[src/rtl/decode_stage_hs_pkg.sv]
// Shared RV32I/RV32E decode types, opcode constants and small classification helpers
// used by the decode stage, its register file and its interface.
package instruction_utils;

  localparam int unsigned REG_ADDR_W = 5;

  localparam logic [6:0] OPC_LUI      = 7'b0110111;
  localparam logic [6:0] OPC_AUIPC    = 7'b0010111;
  localparam logic [6:0] OPC_JAL      = 7'b1101111;
  localparam logic [6:0] OPC_JALR     = 7'b1100111;
  localparam logic [6:0] OPC_BRANCH   = 7'b1100011;
  localparam logic [6:0] OPC_LOAD     = 7'b0000011;
  localparam logic [6:0] OPC_STORE    = 7'b0100011;
  localparam logic [6:0] OPC_OP_IMM   = 7'b0010011;
  localparam logic [6:0] OPC_OP       = 7'b0110011;
  localparam logic [6:0] OPC_MISC_MEM = 7'b0001111;
  localparam logic [6:0] OPC_SYSTEM   = 7'b1110011;

  typedef enum logic [5:0] {
    INSTR_NOP,
    INSTR_LUI, INSTR_AUIPC, INSTR_JAL, INSTR_JALR,
    INSTR_BEQ, INSTR_BNE, INSTR_BLT, INSTR_BGE, INSTR_BLTU, INSTR_BGEU,
    INSTR_LB, INSTR_LH, INSTR_LW, INSTR_LBU, INSTR_LHU,
    INSTR_SB, INSTR_SH, INSTR_SW,
    INSTR_ADDI, INSTR_SLTI, INSTR_SLTIU, INSTR_XORI, INSTR_ORI, INSTR_ANDI,
    INSTR_SLLI, INSTR_SRLI, INSTR_SRAI,
    INSTR_ADD, INSTR_SUB, INSTR_SLL, INSTR_SLT, INSTR_SLTU,
    INSTR_XOR, INSTR_SRL, INSTR_SRA, INSTR_OR, INSTR_AND,
    INSTR_FENCE, INSTR_ECALL, INSTR_EBREAK,
    INSTR_ILLEGAL
  } rv32i_instr_e;

  function automatic logic is_load(rv32i_instr_e t);
    return t inside {INSTR_LB, INSTR_LH, INSTR_LW, INSTR_LBU, INSTR_LHU};
  endfunction

  function automatic logic writes_rd(rv32i_instr_e t);
    return t inside {INSTR_LUI, INSTR_AUIPC, INSTR_JAL, INSTR_JALR,
                     INSTR_LB, INSTR_LH, INSTR_LW, INSTR_LBU, INSTR_LHU,
                     INSTR_ADDI, INSTR_SLTI, INSTR_SLTIU, INSTR_XORI, INSTR_ORI,
                     INSTR_ANDI, INSTR_SLLI, INSTR_SRLI, INSTR_SRAI,
                     INSTR_ADD, INSTR_SUB, INSTR_SLL, INSTR_SLT, INSTR_SLTU,
                     INSTR_XOR, INSTR_SRL, INSTR_SRA, INSTR_OR, INSTR_AND};
  endfunction

endpackage

[src/rtl/decode_stage_hs_if.sv]
// Fetch/WB/EXE-facing signal bundle of the decode stage; slave is the stage's view.
interface decode_stage_hs_if
  import instruction_utils::*;
#(
  parameter int unsigned XLEN = 32
);
  logic                  flush;
  logic                  in_valid;
  logic                  in_ready;
  logic [31:0]           instr;
  logic [XLEN-1:0]       pc;
  logic [REG_ADDR_W-1:0] wb_rd_addr;
  logic                  wb_wr_en;
  logic [XLEN-1:0]       wb_rd_data;
  logic                  out_valid;
  logic                  out_ready;
  rv32i_instr_e          instr_type;
  logic [XLEN-1:0]       rs1;
  logic [XLEN-1:0]       rs2;
  logic [REG_ADDR_W-1:0] rs1_addr;
  logic [REG_ADDR_W-1:0] rs2_addr;
  logic [XLEN-1:0]       imm;
  logic [REG_ADDR_W-1:0] rd_addr;
  logic                  write_en;
  logic [XLEN-1:0]       pc_out;
  logic                  hazard;

  modport slave (
    input  flush, in_valid, instr, pc, wb_rd_addr, wb_wr_en, wb_rd_data, out_ready,
    output in_ready, out_valid, instr_type, rs1, rs2, rs1_addr, rs2_addr,
           imm, rd_addr, write_en, pc_out, hazard
  );

  modport master (
    output flush, in_valid, instr, pc, wb_rd_addr, wb_wr_en, wb_rd_data, out_ready,
    input  in_ready, out_valid, instr_type, rs1, rs2, rs1_addr, rs2_addr,
           imm, rd_addr, write_en, pc_out, hazard
  );
endinterface

[src/rtl/decode_stage_hs_decode.sv]
// Combinational RV32I decoder: instruction type, register fields, sign-extended immediate.
module rv32i_decoder
  import instruction_utils::*;
#(
  parameter int unsigned XLEN = 32
) (
  input  logic [31:0]           instr,
  output rv32i_instr_e          instr_type,
  output logic [REG_ADDR_W-1:0] rs1_addr,
  output logic [REG_ADDR_W-1:0] rs2_addr,
  output logic [REG_ADDR_W-1:0] rd_addr,
  output logic [XLEN-1:0]       imm,
  output logic                  write_en
);
  logic [6:0]  opcode;
  logic [2:0]  funct3;
  logic [6:0]  funct7;
  logic [31:0] imm32;

  assign opcode   = instr[6:0];
  assign funct3   = instr[14:12];
  assign funct7   = instr[31:25];
  assign rd_addr  = instr[11:7];
  assign rs1_addr = instr[19:15];
  assign rs2_addr = instr[24:20];
  assign imm      = XLEN'($signed(imm32));
  assign write_en = writes_rd(instr_type);

  always_comb begin
    instr_type = INSTR_ILLEGAL;
    imm32      = '0;
    unique case (opcode)
      OPC_LUI: begin
        instr_type = INSTR_LUI;
        imm32      = {instr[31:12], 12'b0};
      end
      OPC_AUIPC: begin
        instr_type = INSTR_AUIPC;
        imm32      = {instr[31:12], 12'b0};
      end
      OPC_JAL: begin
        instr_type = INSTR_JAL;
        imm32      = {{12{instr[31]}}, instr[19:12], instr[20], instr[30:21], 1'b0};
      end
      OPC_JALR: begin
        if (funct3 == 3'b000) instr_type = INSTR_JALR;
        imm32 = {{20{instr[31]}}, instr[31:20]};
      end
      OPC_BRANCH: begin
        unique case (funct3)
          3'b000:  instr_type = INSTR_BEQ;
          3'b001:  instr_type = INSTR_BNE;
          3'b100:  instr_type = INSTR_BLT;
          3'b101:  instr_type = INSTR_BGE;
          3'b110:  instr_type = INSTR_BLTU;
          3'b111:  instr_type = INSTR_BGEU;
          default: instr_type = INSTR_ILLEGAL;
        endcase
        imm32 = {{20{instr[31]}}, instr[7], instr[30:25], instr[11:8], 1'b0};
      end
      OPC_LOAD: begin
        unique case (funct3)
          3'b000:  instr_type = INSTR_LB;
          3'b001:  instr_type = INSTR_LH;
          3'b010:  instr_type = INSTR_LW;
          3'b100:  instr_type = INSTR_LBU;
          3'b101:  instr_type = INSTR_LHU;
          default: instr_type = INSTR_ILLEGAL;
        endcase
        imm32 = {{20{instr[31]}}, instr[31:20]};
      end
      OPC_STORE: begin
        unique case (funct3)
          3'b000:  instr_type = INSTR_SB;
          3'b001:  instr_type = INSTR_SH;
          3'b010:  instr_type = INSTR_SW;
          default: instr_type = INSTR_ILLEGAL;
        endcase
        imm32 = {{20{instr[31]}}, instr[31:25], instr[11:7]};
      end
      OPC_OP_IMM: begin
        imm32 = {{20{instr[31]}}, instr[31:20]};
        unique case (funct3)
          3'b000: instr_type = INSTR_ADDI;
          3'b010: instr_type = INSTR_SLTI;
          3'b011: instr_type = INSTR_SLTIU;
          3'b100: instr_type = INSTR_XORI;
          3'b110: instr_type = INSTR_ORI;
          3'b111: instr_type = INSTR_ANDI;
          3'b001: instr_type = (funct7 == 7'b0000000) ? INSTR_SLLI : INSTR_ILLEGAL;
          default: begin
            if (funct7 == 7'b0000000)      instr_type = INSTR_SRLI;
            else if (funct7 == 7'b0100000) instr_type = INSTR_SRAI;
            else                           instr_type = INSTR_ILLEGAL;
          end
        endcase
      end
      OPC_OP: begin
        unique case ({funct7, funct3})
          10'b0000000_000: instr_type = INSTR_ADD;
          10'b0100000_000: instr_type = INSTR_SUB;
          10'b0000000_001: instr_type = INSTR_SLL;
          10'b0000000_010: instr_type = INSTR_SLT;
          10'b0000000_011: instr_type = INSTR_SLTU;
          10'b0000000_100: instr_type = INSTR_XOR;
          10'b0000000_101: instr_type = INSTR_SRL;
          10'b0100000_101: instr_type = INSTR_SRA;
          10'b0000000_110: instr_type = INSTR_OR;
          10'b0000000_111: instr_type = INSTR_AND;
          default:         instr_type = INSTR_ILLEGAL;
        endcase
      end
      OPC_MISC_MEM: instr_type = INSTR_FENCE;
      OPC_SYSTEM: begin
        if (instr[31:7] == 25'h0000000)      instr_type = INSTR_ECALL;
        else if (instr[31:7] == 25'h0002000) instr_type = INSTR_EBREAK;
        else                                 instr_type = INSTR_ILLEGAL;
      end
      default: instr_type = INSTR_ILLEGAL;
    endcase
  end
endmodule

[src/rtl/decode_stage_hs_regfile.sv]
// Two-read/one-write register file; x0 and out-of-range addresses read 0 and ignore writes,
// and a same-cycle write to a read address is forwarded to that read port.
module register_file_wt
  import instruction_utils::*;
#(
  parameter int unsigned XLEN     = 32,
  parameter int unsigned NUM_REGS = 32
) (
  input  logic                  clk,
  input  logic                  rst,
  input  logic [REG_ADDR_W-1:0] rd_addr_a,
  output logic [XLEN-1:0]       rd_data_a,
  input  logic [REG_ADDR_W-1:0] rd_addr_b,
  output logic [XLEN-1:0]       rd_data_b,
  input  logic                  wr_en,
  input  logic [REG_ADDR_W-1:0] wr_addr,
  input  logic [XLEN-1:0]       wr_data
);
  localparam int unsigned IDX_W = (NUM_REGS > 1) ? $clog2(NUM_REGS) : 1;

  logic [XLEN-1:0] regs_q [NUM_REGS];
  logic [XLEN-1:0] regs_d [NUM_REGS];
  logic            wr_ok;

  function automatic logic addr_live(logic [REG_ADDR_W-1:0] a);
    return (a != '0) && (32'(a) < NUM_REGS);
  endfunction

  assign wr_ok = wr_en && addr_live(wr_addr);

  always_comb begin
    regs_d = regs_q;
    if (wr_ok) regs_d[wr_addr[IDX_W-1:0]] = wr_data;
  end

  always_ff @(posedge clk) begin
    if (rst) regs_q <= '{default: '0};
    else     regs_q <= regs_d;
  end

  always_comb begin
    rd_data_a = '0;
    if (addr_live(rd_addr_a)) begin
      if (wr_ok && (wr_addr == rd_addr_a)) rd_data_a = wr_data;
      else                                 rd_data_a = regs_q[rd_addr_a[IDX_W-1:0]];
    end
  end

  always_comb begin
    rd_data_b = '0;
    if (addr_live(rd_addr_b)) begin
      if (wr_ok && (wr_addr == rd_addr_b)) rd_data_b = wr_data;
      else                                 rd_data_b = regs_q[rd_addr_b[IDX_W-1:0]];
    end
  end
endmodule

[src/rtl/decode_stage_hs.sv]
// ID stage: decodes one instruction per fetch handshake into a registered slot toward EXE,
// with load-use bubbles, flush, and WB refresh of operands held under backpressure.
module decode_stage_hs
  import instruction_utils::*;
#(
  parameter int unsigned XLEN           = 32,
  parameter int unsigned NUM_REGS       = 32,
  parameter int unsigned LOAD_USE_CHECK = 1
) (
  input  logic             clk,
  input  logic             rst,
  decode_stage_hs_if.slave bus
);
  rv32i_instr_e          dec_type;
  logic [REG_ADDR_W-1:0] dec_rs1, dec_rs2, dec_rd;
  logic [XLEN-1:0]       dec_imm;
  logic                  dec_we;
  logic [XLEN-1:0]       rf_rs1, rf_rs2;

  logic                  out_valid_q,  out_valid_d;
  rv32i_instr_e          instr_type_q, instr_type_d;
  logic [XLEN-1:0]       rs1_q,        rs1_d;
  logic [XLEN-1:0]       rs2_q,        rs2_d;
  logic [REG_ADDR_W-1:0] rs1_addr_q,   rs1_addr_d;
  logic [REG_ADDR_W-1:0] rs2_addr_q,   rs2_addr_d;
  logic [XLEN-1:0]       imm_q,        imm_d;
  logic [REG_ADDR_W-1:0] rd_addr_q,    rd_addr_d;
  logic                  write_en_q,   write_en_d;
  logic [XLEN-1:0]       pc_q,         pc_d;

  logic hazard, in_ready, fire_in, fire_out, wb_live;

  rv32i_decoder #(.XLEN(XLEN)) u_dec (
    .instr      (bus.instr),
    .instr_type (dec_type),
    .rs1_addr   (dec_rs1),
    .rs2_addr   (dec_rs2),
    .rd_addr    (dec_rd),
    .imm        (dec_imm),
    .write_en   (dec_we)
  );

  register_file_wt #(.XLEN(XLEN), .NUM_REGS(NUM_REGS)) u_rf (
    .clk       (clk),
    .rst       (rst),
    .rd_addr_a (dec_rs1),
    .rd_data_a (rf_rs1),
    .rd_addr_b (dec_rs2),
    .rd_data_b (rf_rs2),
    .wr_en     (bus.wb_wr_en),
    .wr_addr   (bus.wb_rd_addr),
    .wr_data   (bus.wb_rd_data)
  );

  // Compares raw rs fields even for formats that do not use them: cheaper, never unsafe.
  assign hazard = (LOAD_USE_CHECK != 0) && out_valid_q && is_load(instr_type_q) &&
                  write_en_q && (rd_addr_q != '0) && bus.in_valid &&
                  ((rd_addr_q == dec_rs1) || (rd_addr_q == dec_rs2));

  assign in_ready = (!out_valid_q || bus.out_ready) && !hazard && !bus.flush;
  assign fire_in  = bus.in_valid && in_ready;
  assign fire_out = out_valid_q && bus.out_ready;
  assign wb_live  = bus.wb_wr_en && (bus.wb_rd_addr != '0);

  always_comb begin
    out_valid_d  = out_valid_q;
    instr_type_d = instr_type_q;
    rs1_d        = rs1_q;
    rs2_d        = rs2_q;
    rs1_addr_d   = rs1_addr_q;
    rs2_addr_d   = rs2_addr_q;
    imm_d        = imm_q;
    rd_addr_d    = rd_addr_q;
    write_en_d   = write_en_q;
    pc_d         = pc_q;
    if (bus.flush) begin
      out_valid_d  = 1'b0;
      instr_type_d = INSTR_NOP;
    end else if (fire_in) begin
      out_valid_d  = 1'b1;
      instr_type_d = dec_type;
      rs1_d        = rf_rs1;
      rs2_d        = rf_rs2;
      rs1_addr_d   = dec_rs1;
      rs2_addr_d   = dec_rs2;
      imm_d        = dec_imm;
      rd_addr_d    = dec_rd;
      write_en_d   = dec_we;
      pc_d         = bus.pc;
    end else if (fire_out) begin
      out_valid_d  = 1'b0;
      instr_type_d = INSTR_NOP;
    end else if (out_valid_q) begin
      if (wb_live && (bus.wb_rd_addr == rs1_addr_q)) rs1_d = bus.wb_rd_data;
      if (wb_live && (bus.wb_rd_addr == rs2_addr_q)) rs2_d = bus.wb_rd_data;
    end
  end

  always_ff @(posedge clk) begin
    if (rst) begin
      out_valid_q  <= 1'b0;
      instr_type_q <= INSTR_NOP;
      rs1_q        <= '0;
      rs2_q        <= '0;
      rs1_addr_q   <= '0;
      rs2_addr_q   <= '0;
      imm_q        <= '0;
      rd_addr_q    <= '0;
      write_en_q   <= 1'b0;
      pc_q         <= '0;
    end else begin
      out_valid_q  <= out_valid_d;
      instr_type_q <= instr_type_d;
      rs1_q        <= rs1_d;
      rs2_q        <= rs2_d;
      rs1_addr_q   <= rs1_addr_d;
      rs2_addr_q   <= rs2_addr_d;
      imm_q        <= imm_d;
      rd_addr_q    <= rd_addr_d;
      write_en_q   <= write_en_d;
      pc_q         <= pc_d;
    end
  end

  assign bus.in_ready   = in_ready;
  assign bus.hazard     = hazard;
  assign bus.out_valid  = out_valid_q;
  assign bus.instr_type = instr_type_q;
  assign bus.rs1        = rs1_q;
  assign bus.rs2        = rs2_q;
  assign bus.rs1_addr   = rs1_addr_q;
  assign bus.rs2_addr   = rs2_addr_q;
  assign bus.imm        = imm_q;
  assign bus.rd_addr    = rd_addr_q;
  assign bus.write_en   = write_en_q;
  assign bus.pc_out     = pc_q;
endmodule

[src/flat_wrapper.sv]
// flat-port wrapper written by rule: the top's interface ports become plain ports
module decode_stage_hs_flat import instruction_utils::*;
#(
  parameter int unsigned XLEN           = 32,
  parameter int unsigned NUM_REGS       = 32,
  parameter int unsigned LOAD_USE_CHECK = 1
)
  (clk, rst, bus_flush, bus_in_valid, bus_instr, bus_pc, bus_wb_rd_addr, bus_wb_wr_en, bus_wb_rd_data, bus_out_ready, bus_in_ready, bus_out_valid, bus_instr_type, bus_rs1, bus_rs2, bus_rs1_addr, bus_rs2_addr, bus_imm, bus_rd_addr, bus_write_en, bus_pc_out, bus_hazard);
  decode_stage_hs_if #(.XLEN(XLEN)) bus_i ();
  input  logic clk;
  input  logic rst;
  input wire logic [$bits(bus_i.flush)-1:0] bus_flush;
  input wire logic [$bits(bus_i.in_valid)-1:0] bus_in_valid;
  input wire logic [$bits(bus_i.instr)-1:0] bus_instr;
  input wire logic [$bits(bus_i.pc)-1:0] bus_pc;
  input wire logic [$bits(bus_i.wb_rd_addr)-1:0] bus_wb_rd_addr;
  input wire logic [$bits(bus_i.wb_wr_en)-1:0] bus_wb_wr_en;
  input wire logic [$bits(bus_i.wb_rd_data)-1:0] bus_wb_rd_data;
  input wire logic [$bits(bus_i.out_ready)-1:0] bus_out_ready;
  output wire logic [$bits(bus_i.in_ready)-1:0] bus_in_ready;
  output wire logic [$bits(bus_i.out_valid)-1:0] bus_out_valid;
  output wire logic [$bits(bus_i.instr_type)-1:0] bus_instr_type;
  output wire logic [$bits(bus_i.rs1)-1:0] bus_rs1;
  output wire logic [$bits(bus_i.rs2)-1:0] bus_rs2;
  output wire logic [$bits(bus_i.rs1_addr)-1:0] bus_rs1_addr;
  output wire logic [$bits(bus_i.rs2_addr)-1:0] bus_rs2_addr;
  output wire logic [$bits(bus_i.imm)-1:0] bus_imm;
  output wire logic [$bits(bus_i.rd_addr)-1:0] bus_rd_addr;
  output wire logic [$bits(bus_i.write_en)-1:0] bus_write_en;
  output wire logic [$bits(bus_i.pc_out)-1:0] bus_pc_out;
  output wire logic [$bits(bus_i.hazard)-1:0] bus_hazard;
  assign bus_i.flush = bus_flush;
  assign bus_i.in_valid = bus_in_valid;
  assign bus_i.instr = bus_instr;
  assign bus_i.pc = bus_pc;
  assign bus_i.wb_rd_addr = bus_wb_rd_addr;
  assign bus_i.wb_wr_en = bus_wb_wr_en;
  assign bus_i.wb_rd_data = bus_wb_rd_data;
  assign bus_i.out_ready = bus_out_ready;
  assign bus_in_ready = bus_i.in_ready;
  assign bus_out_valid = bus_i.out_valid;
  assign bus_instr_type = bus_i.instr_type;
  assign bus_rs1 = bus_i.rs1;
  assign bus_rs2 = bus_i.rs2;
  assign bus_rs1_addr = bus_i.rs1_addr;
  assign bus_rs2_addr = bus_i.rs2_addr;
  assign bus_imm = bus_i.imm;
  assign bus_rd_addr = bus_i.rd_addr;
  assign bus_write_en = bus_i.write_en;
  assign bus_pc_out = bus_i.pc_out;
  assign bus_hazard = bus_i.hazard;
  decode_stage_hs #(.XLEN(XLEN), .NUM_REGS(NUM_REGS), .LOAD_USE_CHECK(LOAD_USE_CHECK)) u_core (.clk(clk), .rst(rst), .bus(bus_i));
endmodule
[config.mk]
export PLATFORM = sky130hd
export DESIGN_NAME = decode_stage_hs_flat
export DESIGN_NICKNAME = d
export VERILOG_FILES = /design/src/rtl/decode_stage_hs_pkg.sv /design/src/rtl/decode_stage_hs_if.sv /design/src/rtl/decode_stage_hs_decode.sv /design/src/rtl/decode_stage_hs_regfile.sv /design/src/rtl/decode_stage_hs.sv /design/src/flat_wrapper.sv
export SDC_FILE = /design/constraint.sdc
export NUM_CORES = 2
export LEC_CHECK = 0
export ABC_AREA = 1
export ABC_CLOCK_PERIOD_IN_PS = 2200
export CAP_MARGIN = 10
export CELL_PAD_IN_SITES_DETAIL_PLACEMENT = 0
export CELL_PAD_IN_SITES_GLOBAL_PLACEMENT = 1
export CORE_UTILIZATION = 44
export DETAILED_ROUTE_END_ITERATION = 8
export GPL_ROUTABILITY_DRIVEN = 0
export PLACE_DENSITY = 0.91
export REMOVE_ABC_BUFFERS = 1
export SETUP_SLACK_MARGIN = 0.1
export SLEW_MARGIN = 20
export SYNTH_ARGS = -nofsm -noshare
export SYNTH_HDL_FRONTEND = slang
export SYNTH_SLANG_ARGS = --single-unit
export TNS_END_PERCENT = 100
[constraint.sdc]
create_clock -name clk -period 2.2 [get_ports clk]
set_input_delay 0.44 -clock clk [delete_from_list [all_inputs] [get_ports clk]]
set_output_delay 0.44 -clock clk [all_outputs]
set_load 0.005 [all_outputs]
* Word level (Yosys, flattened, before mapping) *
Cells that the tools add are included.

word-level totals
  register bits = 1,175
  latch bits = 0
  RAM bits = 0
  memory bits (read-only) = 0
  bits of input ports = 107
  output and inout port bits = 153
  word-level logic and storage cells = 197
  memories kept = 0

cells by class
  add/subtract/negate cells = 0
  $mul = 0
  divide/modulo/power cells = 0
  magnitude comparators = 4
  equal/unequal tests = 69
  shift-type cells = 0
  muxes and demuxes = 38
  bitwise gates (word level) = 4
  reduce and logical (&&, ||, !) cells = 40

operators with widths
  operator                                                count
  bitwise mux 1024 bit                                    1
  2-to-1 mux 32 bit                                       17
  binary-select mux 32 bit (select 5 bit)                 2
  demux 32 bit (select 5 bit)                             1
  case mux 32 bit (5 select lines)                        1
  equality test 6 x 5 -> 1 bit (second input constant)    13
  case mux 6 bit (11 select lines)                        1
  equality test 6 x 4 -> 1 bit (second input constant)    10
  case mux 6 bit (10 select lines)                        1
  case mux 6 bit (7 select lines)                         1
  equality test 10 x 3 -> 1 bit (second input constant)   4
  equality test 6 bit (second input constant)             6
  2-to-1 mux 6 bit                                        6
  case mux 6 bit (6 select lines)                         1
  equality test 5 bit                                     6
  case mux 6 bit (5 select lines)                         1
  equality test 7 x 6 -> 1 bit (second input constant)    4
  equality test 7 bit (second input constant)             4
  nonzero test 28 bit                                     1
  equality test 25 x 14 -> 1 bit (second input constant)  1
  logical NOT 25 bit                                      1
  nonzero test 5 bit                                      5
  equality test 10 x 2 -> 1 bit (second input constant)   2
  equality test 10 x 9 -> 1 bit (second input constant)   2
  29 further kinds                                        63

* Depth between registers and ports, before layout *
  depth in word-level cells = 13
  depth in mapped cells = 18
  mapped depth without buffers = 17

* Hierarchy *
From an unflattened synthesis, not the netlist that was laid out.

unflattened totals
  cells, all modules = 10,354
  area total of the unflattened synthesis = 65,866.9 um2

by module, submodules not included
  module            instances  cells an instance  area each (um2)  sequential area each (um2)
  register_file_wt  1          8,983              57,447.6         20,499.7
  decode_stage_hs   1          1,052              6,886.6          3,022.9
  rv32i_decoder     1          319                1,532.7          0.0

* Worst setup path after synthesis *
OpenSTA, ideal clock, no wires.

  path type = input -> register
  start point = input port bus_instr[17]
  end point = register u_core.rs1_q[23], in the netlist u_core.bus.rs1[23]
  setup time = 0.112 ns
  arrival = 1.819 ns
  data required time = 2.088 ns
  path slack = 0.270 ns
  stages on the path = 14
  buffers on the path = 3
  cells stage by stage = buf_4 > xor2_1 > a21oi_1 > nand3_1 > nand2_1 > nand2_1 > nand3_2 > buf_6 > nand2_1 > nand3_4 > buf_2 > nand2_1 > nand2_1 > nor2_1

on the way
  cells in the longest elaborated chain, start to end = 9
  elaborated cells between the ends (all ways) = 21
  classes of those cells = eq/ne: 3; mux: 6; bitwise: 1; reduce/logical: 11

ends and longest elaborated chain
  what                                                                                             RTL line                source
  from (decl)                                                                                      flat_wrapper.sv:14      input wire logic [$bits(bus_i.instr)-1:0] bus_instr;
  parallel branches: the longest is 9 deep, another holds binary-select mux 32 bit (select 5 bit)  --
  to (signal assigned)                                                                             decode_stage_hs.sv:114  rs1_q <= rs1_d;
  to (decl)                                                                                        decode_stage_hs.sv:22   logic [XLEN-1:0] rs1_q, rs1_d;

Several ways; the timed one is not identified. The select of a mux whose other input is x is not followed.
A chain may end at the register's enable or synchronous reset.

* Final worst setup path *
  start point = register u_core.rd_addr_q[3], in the netlist u_core.bus.rd_addr[3]
  end point = register u_core.rs1_q[3], in the netlist u_core.bus.rs1[3]

on the way
  cells in the longest elaborated chain, start to end = 10
  elaborated cells between the ends (all ways) = 16
  classes of those cells = eq/ne: 3; mux: 1; reduce/logical: 12

ends and longest elaborated chain
  what                                                                    RTL line                source
  from (decl)                                                             decode_stage_hs.sv:27   logic [REG_ADDR_W-1:0] rd_addr_q, rd_addr_d;
  from (signal assigned)                                                  decode_stage_hs.sv:119  rd_addr_q <= rd_addr_d;
  nonzero test 5 bit                                                      decode_stage_hs.sv:57   write_en_q && (rd_addr_q != '0) && bus.in_valid &&
  logical AND 1 bit (2 in series)                                         decode_stage_hs.sv:57
  logical AND 1 bit (*)                                                   decode_stage_hs.sv:57
  logical NOT 1 bit (*)                                                   decode_stage_hs.sv:60   assign in_ready = (!out_valid_q || bus.out_ready) && !hazard && !bus.flush;
  logical AND 1 bit (*) (2 in series)                                     decode_stage_hs.sv:60
  logical AND 1 bit (*)                                                   decode_stage_hs.sv:61   assign fire_in = bus.in_valid && in_ready;
  != test 2 x 1 -> 1 bit (no line) or nonzero test 2 bit (tied branches)  --
  AND reduction 4 bit (no line)                                           --

Mark *: on every way between the ends. The rest lies on a longest branch, timed or not.

==> run_results.csv <==
group,metric,value,unit
grt,grt-ovfl-total,0,
route,postRouteWirelength,267000,µm
setup_path,worstPathCellList,"buf_6 -> nor4_4 -> a21oi_2 -> nand2_4 -> buf_4 -> buf_6 -> nand3_4 -> buf_12 -> o21ai_4 -> nand3_4 -> buf_12 -> buf_6 -> buf_12 -> nand2_1 -> nand2_1 -> nor2_1",
setup_path,regToRegStartpoint,"u_core.bus.rd_addr[3]",
setup_path,cp-end-kind,"flip-flop",
setup_path,crit_fanout,6,
setup_path,slowest_stage,"dfxtp_4",
die,design.core.area,138000,µm²
run,cap_viol_max_count,0,
logic_synthesis,ys_ff_latch,1175,
grt,grt_pass1_wl,387000,µm
setup_path,crit_path_start_kind,"flip-flop",
setup_path,r2r_end,"u_core.bus.rs1[3]",
final_layout,drive_gt1_frac,0.134,
setup_path,r2r_cells,16,
clock_network,holdBufCountCts,0,
setup_path,crit_arrival,3.14,ns
clock_network,path_clk_slew,0.06,ns
placement,hpwlAfterDp,170000,µm
status,status,"finished, violations left",
clock_network,h-tree-depth,4,
route,drc,2,
die,die_area,141000,µm²
setup_path,path_buf_inv,7,
logic_synthesis,ys.flop_type,"dfxtp_1",
logic_synthesis,ys_warn_count,0,
timing,setup_slack,-0.232,ns
clock_network,cts_tree,"done",
clock_network,cts_buffers,133,
logic_synthesis,syn-cell-area,61400,µm²
setup_path,slowest_delay,0.37,ns
timing,fin_crit_sh,1.11,
grt,grt_pass1_vias,63200,
grt,grt_antenna_before_repair,13,
timing,max_slew_margin,0.434,
route,postRouteAntennaNets,0,
setup_path,crit_family,"buffers and inverters",
grt,grtUsageTotal,0.354,
route,drt_iter0_markers,10000,
logic_synthesis,synth_top_area_share,0.383,
clock_network,cts_sinks,1175,
logic_synthesis,synthArstFlopShare,0,
clock_network,clk_path_buf_depth,3,
final_layout,fin_nets,9629,
timing,clock-skew-final,0.0253,ns
die,initial_core_util,0.445,
placement,port_buffers,259,
timing,setup_violations,152,
hold_path,hold_path_end,"u_core.bus.rs1_addr[4]",
die,rows,136,
logic_synthesis,yosysTopAreaCell,"dfxtp_1",
timing,worst-slew-pin-transition,0.849,ns
power_and_ir_drop,p_leak,30.8,nW
route,via_per_inst,6.08,
timing,grt_setup_unrepaired,"true",
logic_synthesis,synth_edf_count,0,
logic_synthesis,synth_commonest_cells,"o21ai_0 (1624), nor2_1 (1187), a21oi_1 (1177), dfxtp_1 (1175), nand2_1 (1130)",
placement,dp.cells,11200,
timing,hold_viol,0,
timing,period_needed,2.43,ns
power_and_ir_drop,power,0.0521,W
logic_synthesis,synth_most_common_cell,"o21ai_0",
route,drt-pass1-iter-count,9,
final_layout,multiInputGateArea,32200,µm²
route,vias,69800,
die,num_io_pins,260,
final_layout,regArea,23600,µm²
setup_path,rrSetupSlack,-0.23,ns
die,die_h,375,µm
logic_synthesis,synth_cell_type_count,38,
logic_synthesis,postSynthCellCount,9283,
final_layout,n_fill_cell,12800,
setup_path,crit_type,"reg2reg",
placement,post-place-ws,-0.506,ns
logic_synthesis,yosys-top-cells-area,"dfxtp_1 (38%), o21ai_0 (13%), a21oi_1 (9.6%)",
final_layout,syn2layout_area_growth,25.2,%
logic_synthesis,synth_seq_area_share,0.383,
timing,finalMaxSlewViolations,0,
route,wl_per_cell,23.2,µm
hold_path,worstHoldStart,"bus_instr[19]",
clock_network,cts.root.buffer_cell,"clkbuf_16",
hold_path,hp-class,"in2reg",
power_and_ir_drop,powerDensity,678,nW/µm²
final_layout,stdcell_count,11500,
grt,grt_max_degree,123,
hold_path,whs_path_depth,3,
timing,fin_tns_setup,-20.96,ns
timing,fmax,411,MHz
timing,whs,0.124,ns
status,violations,"design-rule violations, negative setup slack",
power_and_ir_drop,ir_worst_vdd,0.000722,V
setup_path,worstPathRequired,2.91,ns
clock_network,insertion_delay,0.79,ns
logic_synthesis,postSynthAreaPerCell,6.61,µm²
die,die_w,375,µm
cells in the final DEF, fill, tap and decap left out, types with 13 or more instances in the layout:
cell type        Yosys  final
o21ai_0           1624   1619
nor2_1            1187   1134
a21oi_1           1177   1134
dfxtp_1           1175   1114
nand2_1           1130   1022
inv_1              672    659
nand3_1            621    618
o211ai_1           511    511
buf_4               29    487
buf_12               0    223
clkbuf_16            0    156
clkdlybuf4s50_1      0    145
dlygate4sd2_1        0     99
nand4_1             95     95
nand2_2              2     89
dfxtp_2              0     43
a21oi_2              0     42
o21ai_1             40     41
nor2_2               4     29
clkbuf_1           524     29
nor2_4               0     28
clkbuf_8             0     28
buf_6                4     22
nand2_4              0     21
inv_2               15     20
dfxtp_4              0     18
xor2_1              16     16
clkinv_1            16     15
o221ai_1            15     15
nor3_1              14     14
buf_8                0     13
logic make-up (layout without fill, tap and decap cells):
family	after synthesis	in the layout	share of synthesized area
AOI/OAI and AO/OA	3387	3387	0.299
xor gates and xnor gates	26	26	0.00371
DFF	1175	1175	0.383
and+or+nand+nor	3067	3067	0.206
other	0	12	0
buffers and inverters	1624	1950	0.107
muxes	4	4	0.000652
worst max-delay path by stage:
stage,start,end,slack [ns],depth (start not counted)
2_1_floorplan,rst,u_core.bus.out_valid,-5.38,3
3_3_place_gp,bus_wb_rd_addr[3],u_core.bus.rs1[28],-0.47,10
3_5_place_dp,bus_wb_rd_addr[2],u_core.u_rf.regs_q[159],-0.51,11
4_1_cts,u_core.bus.rd_addr[1],bus_in_ready,-0.22,9
5_1_grt,u_core.bus.rd_addr[0],bus_in_ready,-0.29,8
6_report,u_core.bus.rd_addr[3],u_core.bus.rs1[3],-0.23,16
final cells by class:
class / instances / area share
antenna: 12 / 0.000391
clock buffer: 194 / 0.0511
clock inverter: 28 / 0.00446
inverter: 704 / 0.0352
multi-input combinational: 6484 / 0.419
sequential: 1175 / 0.308
tap: 1863 / 0.0303
timing repair buffer: 1023 / 0.152
timing repair inverter: 1 / 0.000261
state kept, by name, indices dropped and copies added, names as in the netlist:
signal                 count
u_core.bus.rd_addr         5
u_core.bus.rs2            32
u_core.bus.pc_out         32
u_core.bus.write_en        1
u_core.bus.out_valid       1
u_core.u_rf.regs_q      1024
u_core.bus.rs2_addr        5
u_core.bus.imm            32
u_core.bus.instr_type      6
u_core.bus.rs1_addr        5
u_core.bus.rs1            32
power breakdown:
group          internal [W]  switching [W]  total (W)
registers            0.0216       0.000220     0.0218
logic               0.00290        0.00493    0.00783
clock network        0.0129        0.00952     0.0224
metal layers:
metal,routed length (µm),global-route usage
met5,27,0
met2,111000,0.521
met3,36600,0.0832
met1,103000,0.473
met4,16000,0.196
metrics by stage:
step | area (µm²) | utilization
after floorplan | 57400 | -
after global placement | 70500 | 0.511
after detailed placement | 70500 | 0.511
after CTS | 75100 | 0.544
after global routing | 76800 | 0.556
final | 76800 | 0.557
worst min-delay path, delay by kind of cell:
kind	cells	cell delay, ns
buffers and inverters	1	0.25
and+or+nand+nor	1	0.13
AOI/OAI and AO/OA	1	0.04
repair_timing:
action / CTS / global route
cloned: 4 / 26
endpoints found under the setup margin: 250 / 154
pin swaps: 9 / 100
gates resized for setup: 227 / 272
setup buffers: 14 / 21
Power figures use the tool's default switching activity.
